[src/rtl/oam_dma.sv]
// oam_dma: OAM DMA engine behind the CPU $4014 register.
// A page write halts the CPU and copies CPU page $XX00-$XXFF into PPU OAMDATA.
// Each byte takes one get/put CPU-cycle pair, aligned to the free-running
// get/put parity, so a transfer costs 513 or 514 halted CPU cycles.
module oam_dma #(
   parameter logic [2:0] P_oamdata_reg = 3'd4
) (
   input  logic        I_clock,
   input  logic        I_reset,
   input  logic        I_cpu_tick,
   input  logic        I_cpu_read,
   input  logic        I_reg_wren,
   input  logic [7:0]  I_reg_data,
   output logic        O_cpu_halt,
   output logic        O_busy,
   output logic [15:0] O_bus_addr,
   output logic        O_bus_rden,
   input  logic [7:0]  I_bus_data,
   output logic [2:0]  O_ppu_addr,
   output logic        O_ppu_wren,
   output logic [7:0]  O_ppu_data
);

   typedef enum logic [2:0] {
      ST_IDLE  = 3'd0,
      ST_ARMED = 3'd1,
      ST_HALT  = 3'd2,
      ST_ALIGN = 3'd3,
      ST_GET   = 3'd4,
      ST_PUT   = 3'd5
   } state_t;

   state_t      state_r;
   state_t      state_s;
   logic        parity_r;
   logic [7:0]  page_r;
   logic [7:0]  page_s;
   logic [7:0]  count_r;
   logic [7:0]  count_s;

   logic        cpu_halt_r;
   logic        cpu_halt_s;
   logic        busy_r;
   logic        busy_s;
   logic [15:0] bus_addr_r;
   logic [15:0] bus_addr_s;
   logic        bus_rden_r;
   logic        bus_rden_s;
   logic        ppu_wren_r;
   logic        ppu_wren_s;
   logic [7:0]  ppu_data_r;
   logic [7:0]  ppu_data_s;
   logic [2:0]  ppu_addr_r;

   // Source address: the page never receives a carry from the byte counter.
   function automatic logic [15:0] dma_addr(input logic [7:0] page, input logic [7:0] count);
      return {page, count};
   endfunction

   // Get/put parity: toggles on every CPU cycle boundary, DMA active or not.
   always_ff @(posedge I_clock or negedge I_reset) begin
      if (!I_reset) begin
         parity_r <= 1'b0;
      end else if (I_cpu_tick) begin
         parity_r <= ~parity_r;
      end else begin
         parity_r <= parity_r;
      end
   end

   // State register.
   always_ff @(posedge I_clock or negedge I_reset) begin
      if (!I_reset) begin
         state_r <= ST_IDLE;
      end else begin
         state_r <= state_s;
      end
   end

   // Next-state logic; the machine only moves on CPU cycle boundaries.
   always_comb begin
      state_s = state_r;
      if (I_cpu_tick) begin
         case (state_r)
            ST_IDLE: begin
               if (I_reg_wren) state_s = ST_ARMED;
               else            state_s = ST_IDLE;
            end
            ST_ARMED: begin
               // The CPU can only be halted on one of its read cycles.
               if (I_cpu_read) state_s = ST_HALT;
               else            state_s = ST_ARMED;
            end
            ST_HALT: begin
               // Parity 0 means the halt cycle was a get, so the next is a put.
               if (!parity_r) state_s = ST_ALIGN;
               else           state_s = ST_GET;
            end
            ST_ALIGN: state_s = ST_GET;
            ST_GET:   state_s = ST_PUT;
            ST_PUT: begin
               if (count_r == 8'hFF) state_s = ST_IDLE;
               else                  state_s = ST_GET;
            end
            default:  state_s = ST_IDLE;
         endcase
      end else begin
         state_s = state_r;
      end
   end

   // Page latch and byte counter next values.
   always_comb begin
      page_s  = page_r;
      count_s = count_r;
      if (I_cpu_tick && (state_r == ST_IDLE) && I_reg_wren) begin
         page_s  = I_reg_data;
         count_s = 8'h00;
      end else if (I_cpu_tick && (state_r == ST_PUT)) begin
         count_s = count_r + 8'd1;
      end else begin
         page_s  = page_r;
         count_s = count_r;
      end
   end

   // Page latch and byte counter registers.
   always_ff @(posedge I_clock or negedge I_reset) begin
      if (!I_reset) begin
         page_r  <= 8'h00;
         count_r <= 8'h00;
      end else begin
         page_r  <= page_s;
         count_r <= count_s;
      end
   end

   // Output next values, derived from the state being entered on this clock.
   always_comb begin
      cpu_halt_s = (state_s != ST_IDLE);
      busy_s     = (state_s != ST_IDLE);
      bus_rden_s = (state_s == ST_GET);
      if (state_s == ST_GET) begin
         bus_addr_s = dma_addr(page_s, count_s);
      end else begin
         bus_addr_s = bus_addr_r;
      end
      ppu_wren_s = I_cpu_tick && (state_r == ST_PUT);
      if (I_cpu_tick && (state_r == ST_GET)) begin
         ppu_data_s = I_bus_data;
      end else begin
         ppu_data_s = ppu_data_r;
      end
   end

   // Output registers.
   always_ff @(posedge I_clock or negedge I_reset) begin
      if (!I_reset) begin
         cpu_halt_r <= 1'b0;
         busy_r     <= 1'b0;
         bus_addr_r <= 16'h0000;
         bus_rden_r <= 1'b0;
         ppu_wren_r <= 1'b0;
         ppu_data_r <= 8'h00;
         ppu_addr_r <= P_oamdata_reg;
      end else begin
         cpu_halt_r <= cpu_halt_s;
         busy_r     <= busy_s;
         bus_addr_r <= bus_addr_s;
         bus_rden_r <= bus_rden_s;
         ppu_wren_r <= ppu_wren_s;
         ppu_data_r <= ppu_data_s;
         ppu_addr_r <= P_oamdata_reg;
      end
   end

   assign O_cpu_halt = cpu_halt_r;
   assign O_busy     = busy_r;
   assign O_bus_addr = bus_addr_r;
   assign O_bus_rden = bus_rden_r;
   assign O_ppu_wren = ppu_wren_r;
   assign O_ppu_data = ppu_data_r;
   assign O_ppu_addr = ppu_addr_r;

endmodule
[config.mk]
export PLATFORM = sky130hd
export DESIGN_NAME = oam_dma
export DESIGN_NICKNAME = d
export VERILOG_FILES = /design/src/rtl/oam_dma.sv
export SDC_FILE = /design/constraint.sdc
export NUM_CORES = 1
export LEC_CHECK = 0
export ABC_AREA = 1
export CORE_UTILIZATION = 40
export CTS_CLUSTER_SIZE = 24
export DETAILED_ROUTE_END_ITERATION = 16
export PLACE_DENSITY = 0.69
export SYNTH_ARGS = -nofsm -noshare
export SYNTH_HDL_FRONTEND = slang
export SYNTH_SLANG_ARGS = --single-unit
[constraint.sdc]
create_clock -name I_clock -period 1.45 [get_ports I_clock]
set_input_delay 0.145 -clock I_clock [delete_from_list [all_inputs] [get_ports I_clock]]
set_output_delay 0.145 -clock I_clock [all_outputs]
set_load 0.02 [all_outputs]
-- Yosys cells after proc, flatten, opt, wreduce, memory -nomap -nowiden
Index checks and enable logic that the tools add are counted.
- $add $sub $neg: 1
- $mul: 0
- divide/modulo/power cells: 0
- magnitude comparators: 0
- eq/ne operators: 7
- shifts and indexed selects: 0
- muxes and demuxes: 9
- bitwise logic cells: 1
- reduce and logical (&&, ||, !) cells: 6
- operators by type and width (operator ; count):
    2-to-1 mux 8 bit ; 3
    case mux 3 bit (6 select lines) ; 1
    == test 3 bit (second input constant) ; 3
    2-to-1 mux 3 bit ; 3
    adder 8 x 1 -> 8 bit (second input constant) ; 1
    == test 8 bit (second input constant) ; 1
    == test 3 x 2 -> 1 bit (second input constant) ; 2
    logical AND 1 bit ; 4
    == test 3 x 1 -> 1 bit (second input constant) ; 1
    logical NOT 3 bit ; 1
    nonzero test 3 bit ; 1
    2-to-1 mux 2 bit ; 1
    2-to-1 mux 1 bit ; 1
    NOT 1 bit ; 1
- flip-flop bits (word level): 47
- bits in latches: 0
- bits in writable memories: 0
- memory bits (read-only): 0
- bits of input ports: 21
- word-level logic and storage cells: 33
- memories kept: 0

-- Longest topological paths before layout
- depth in word-level cells: 5
- gate-level depth with buffers: 12
- depth with buffers taken out: 11

-- Worst setup path before layout
No wires, ideal clock.
- path type: register -> register
- from: register count_r[0]
- to: register bus_addr_r[0], in the netlist O_bus_addr[0]
- library setup time: 0.117 ns
- arrival: 1.459 ns
- data required time: 1.333 ns
- setup slack: -0.126 ns
- stages on the path, launching flop included: 13
- path buffers: 1
- period minus slack after synthesis: 1.576 ns
- cell sequence: dfrtp_1 -> ha_1 -> nand2_1 -> nor2_1 -> nand2_1 -> nand2_1 -> nand2_1 -> nand2_1 -> nand2_4 -> nand4_4 -> buf_6 -> nand2_1 -> nand2_1
- longest elaborated chain between the ends: 5
- elaborated cells between the ends (all ways): 8
- classes of those cells: 1 x add/sub; 2 x eq/ne; 5 x mux
- RTL lines (what ; RTL line ; source):
    start: declaration ; 38 ; logic [7:0] count_r;
    start signal: assignment ; 134 ; count_r <= count_s;
    == test 8 bit ; 102 ; if (count_r == 8'hFF) state_s = ST_IDLE;
    2-to-1 mux 3 bit ; 102 ;
    case mux 3 bit (6 select lines) ; 84 ; case (state_r)
    2-to-1 mux 3 bit ; 83 ; if (I_cpu_tick) begin
    == test 3 bit ; 143 ; if (state_s == ST_GET) begin
    end signal: assignment ; 169 ; bus_addr_r <= bus_addr_s;
    end: declaration ; 45 ; logic [15:0] bus_addr_r;
Parallel ways exist; a longest one is shown, timed or not.
A chain may end at the register's enable or synchronous reset.

-- Final worst setup path
- from: register state_r[1]
- to: register bus_addr_r[3], in the netlist O_bus_addr[3]
- longest elaborated chain between the ends: 4
- elaborated cells between the ends (all ways): 14
- classes of those cells: 6 x eq/ne; 4 x mux; 4 x reduce/logical
- RTL lines (what ; RTL line ; source):
    start: declaration ; 33 ; state_t state_r;
    start signal: assignment ; 76 ; state_r <= state_s;
    == test 3 bit, or another cell as far along ; 84 ;
    case mux 3 bit (6 select lines) ; 84 ;
    2-to-1 mux 3 bit * ; 83 ;
    net state_s[1] ; 34 ; state_t state_s;
    == test 3 bit * ; 143 ;
Mark *: on every way through the listed nets, which the timed path passes. The rest lies on a longest branch.

==> impl_metrics.tcl <==
set metrics [dict create \
    grt_overflow 0 \
    cts.htree.levels 2 \
    synthesis.area_per_instance_um2 9.43 \
    number_of_antenna_violations_at_the_first_check_in_global_routing 0 \
    syn_warnings 0 \
    setup_slack_ns -0.0810 \
    netlist.top_cell.by_area "dfrtp_1" \
    drtPass1Iterations 4 \
    report.final.slew_viol_count 0 \
    worst-r2r-setup-slack_ns -0.08 \
    antenna-diode-count 0 \
    netSwitchingFraction 0.396 \
    final.setup_skew_ns 0.00516 \
    critical-path-max-stage-delay_ns 0.45 \
    terminus_of_the_critical_flop_to_flop_path "O_bus_addr[3]" \
    power.switching_w 0.00216 \
    fmax_mhz 653 \
    power_report.internal_total_w 0.00329 \
    power_frac_seq 0.360 \
    syn_inst 228 \
    clkLatencyLatePin_ns 0.29 \
    areaGrowthSynthToFinish_pct 41.0 \
    r2r_path_start "state_r[1]" \
    timing.critical_path.cells "buf_4 -> nand3_2 -> nand2_1 -> a21oi_4 -> inv_4 -> nor2_4 -> buf_6 -> nand3_1 -> nand2_1" \
    max-vdd-ir-drop_mv 0.966 \
    initialDrtViolationCount 86 \
    critical_path.most_common_cell "nand2_1" \
    critical_path_arrival_ns 1.77 \
    power_density_nw_per_um2 1800 \
    place.gp.congestion 0.815 \
    cp-startpoint "state_r[1]" \
    largest_family_of_logic_cells_by_synthesized_area "simple AND/OR/NAND/NOR gates" \
    clock_tree.root_cell "clkbuf_8" \
    max-clock-path-buffers 2 \
    final-hold-violation-count 0 \
    layout_min_cycle_time_ns 1.53 \
    global_route.usage.total 0.179 \
    detailedPlacementHpwl_um 3010 \
    setup_viol_count_final 17 \
    die_h_um 75.3 \
    sequential_share_of_the_synthesized_area 0.547 \
    reg2reg_depth 9 \
    grt_start_max_net_pins 48 \
    clock_power_share 0.139 \
    cts-buffers-inserted 5 \
    fp-row-count 26 \
    timing.setup.critical_path_class "flop to flop" \
    timing.hold.worst.class "input pin to asynchronous set/reset pin" \
    max-cap-violations 0 \
    critPathSlowestCell "dfrtp_2" \
    critical_path_required_ns 1.69 \
    syn-cell-area_um2 2150 \
    placement.cell_area_um2 2800 \
    rsz0062_at_grt "true" \
    synthesized_area_fraction_occupied_by_ao_oa_aoi_and_oai_cells 0.0343 \
    cts.sink_count 47 \
    synth-main-ff-cell "dfrtp_1" \
    share_comb_of_total_power 0.502 \
    top_level_port_count 52 \
    post_synth_main_area_contributors "dfrtp_1 (55%), nand2_1 (14%), nand3_1 (5.6%)" \
    drt-vias-per-instance 4.64 \
    final_layout_size_suffix_gt1_frac 0.247 \
    first_global_vias 1616 \
    detail_route.drc_violations 0 \
    distinct_cell_type_count_after_synthesis 27 \
    share_of_synthesized_area_spent_on_multiplexers 0.0419 \
    portBuffers 48 \
    run_status "finished, violations left" \
    cellLeakagePower_nw 1.67 \
    cts_tree "yes" \
    totalNegativeSetupSlack_ns -1.20 \
    postRouteWirelength_um 4610 \
    num-nets-final 321 \
    launching_element_type_of_the_critical_path "flop" \
    drt.antenna.violating_nets 0 \
    fin_worst_hold_slack_ns 0.340 \
    first_pass_grt_wire_length_um 7430 \
    final_cell_area_um2 3030 \
    die_width_um 75.3 \
    synthArstFlopShare 1.00 \
    clkTransAtPathRegs_ns 0.08 \
    design.die.area_um2 5670 \
    detailroute.via_count 1717 \
    post_drt_wl_per_cell_um 12.5 \
    cp_max_fanout 5 \
    fin_util 0.590 \
    yosys.area_share.simple 0.285 \
    finalCritPeriodShare 1.06 \
    layout.filler_cells 464 \
    timing.critical_path.to "O_bus_addr[3]" \
    register_bit_count_reported_by_yosys 47 \
    synth.top_cell.area_share 0.547 \
    synth-xor-area-share 0.00815 \
    fraction_of_the_mapped_netlist_area_in_adder_cells 0.00582 \
    critical_path.endpoint_type "flop" \
    edff_count_synth 0 \
    core_area_um2 5140 \
    violations "negative setup slack" \
    initial_core_util 0.418 \
]
per-stage QoR:
stage,power [W],worst slack [ns],cells
finish,0.00545,-0.0810,370
global route,0.00580,-0.207,370
CTS,0.00550,-0.0842,370
detailed placement,0.00444,-0.190,356
global placement,0.00439,-0.163,356
floorplan,0.00349,-0.0525,229
repair_timing:
action                                 CTS  global route
gates cloned                             2             0
gates resized for setup                 11            20
setup buffers                            3             0
hold buffers                             1             0
setup endpoints to repair               19            49
pin swaps                                6             2
endpoints found under the hold margin   47             0
sequential cells by signal (all words and copies together), names as in the netlist:
name	flops
O_bus_addr	16
O_ppu_data	8
count_r	8
page_r	8
state_r	3
O_bus_rden	1
O_busy	1
O_ppu_wren	1
parity_r	1
worst min path at each step:
stage	endpoint	slack [ns]	cells past startpoint
floorplan	O_bus_addr[0]	-0.15	0
global placement	O_bus_rden	0.15	2
detailed placement	O_ppu_wren	0.15	2
CTS	O_busy	0.36	3
global route	O_bus_rden	0.38	3
finish	O_bus_rden	0.34	3
cells by family (layout without fill, tap and decap cells):
group / Yosys count / in the layout
adders and majority gates: 1 / 1
AOI/OAI and AO/OA: 9 / 9
muxes: 8 / 8
other: 2 / 3
buffers and inverters: 25 / 94
xor gates and xnor gates: 2 / 2
DFF: 47 / 47
and+or+nand+nor: 134 / 136
synth_stat cells, types with 3 or more instances:
master	count
a21oi_1	6
nand2_1	79
inv_1	9
nand3_2	3
nand3_1	24
dfrtp_1	47
nor2_1	20
inv_2	5
buf_4	4
mux2_2	8
worst max-delay path, delay by kind of cell (launching register included):
family / cells / cell delay [ns]
AOI/OAI and AO/OA: 1 / 0.20
and+or+nand+nor: 5 / 0.43
buffers and inverters: 3 / 0.39
DFF: 1 / 0.45
cell type report:
cell class                 instances  area [um^2]  share of cell area
sequential                        47         1180               0.389
clock buffer                       7         76.3              0.0252
timing repair buffer              71          734               0.242
inverter                          15         58.8              0.0194
multi-input combinational        159          891               0.294
tap                               70         87.6              0.0289
clock inverter                     1         5.00             0.00165
routing by layer:
layer / GRT usage / wire (um) / part of all wire
met5: 0 / 0 / 0
met4: 0.0658 / 74 / 0.016
met3: 0.0437 / 162 / 0.035
met2: 0.294 / 2300 / 0.50
met1: 0.231 / 2070 / 0.45
power by group through the flow:
stage / registers, W / clock network, W / logic (W)
finish: 0.00196 / 0.000756 / 0.00273
CTS: 0.00195 / 0.000790 / 0.00276
global route: 0.00201 / 0.000845 / 0.00294
global placement: 0.00197 / 0 / 0.00242
detailed placement: 0.00197 / 0 / 0.00247
floorplan: 0.00226 / 0 / 0.00124
layout by cell type (no fill, tap or decap), types with 5 or more instances in the layout:
master	count
a21oi_1	6
buf_4	16
clkbuf_8	5
clkdlybuf4s50_1	33
dfrtp_1	45
dlymetal6s2s_1	14
inv_1	8
inv_2	6
mux2_2	8
nand2_1	74
nand2_2	5
nand3_1	19
nand3_2	8
nor2_1	18
Power figures use the tool's default switching activity.
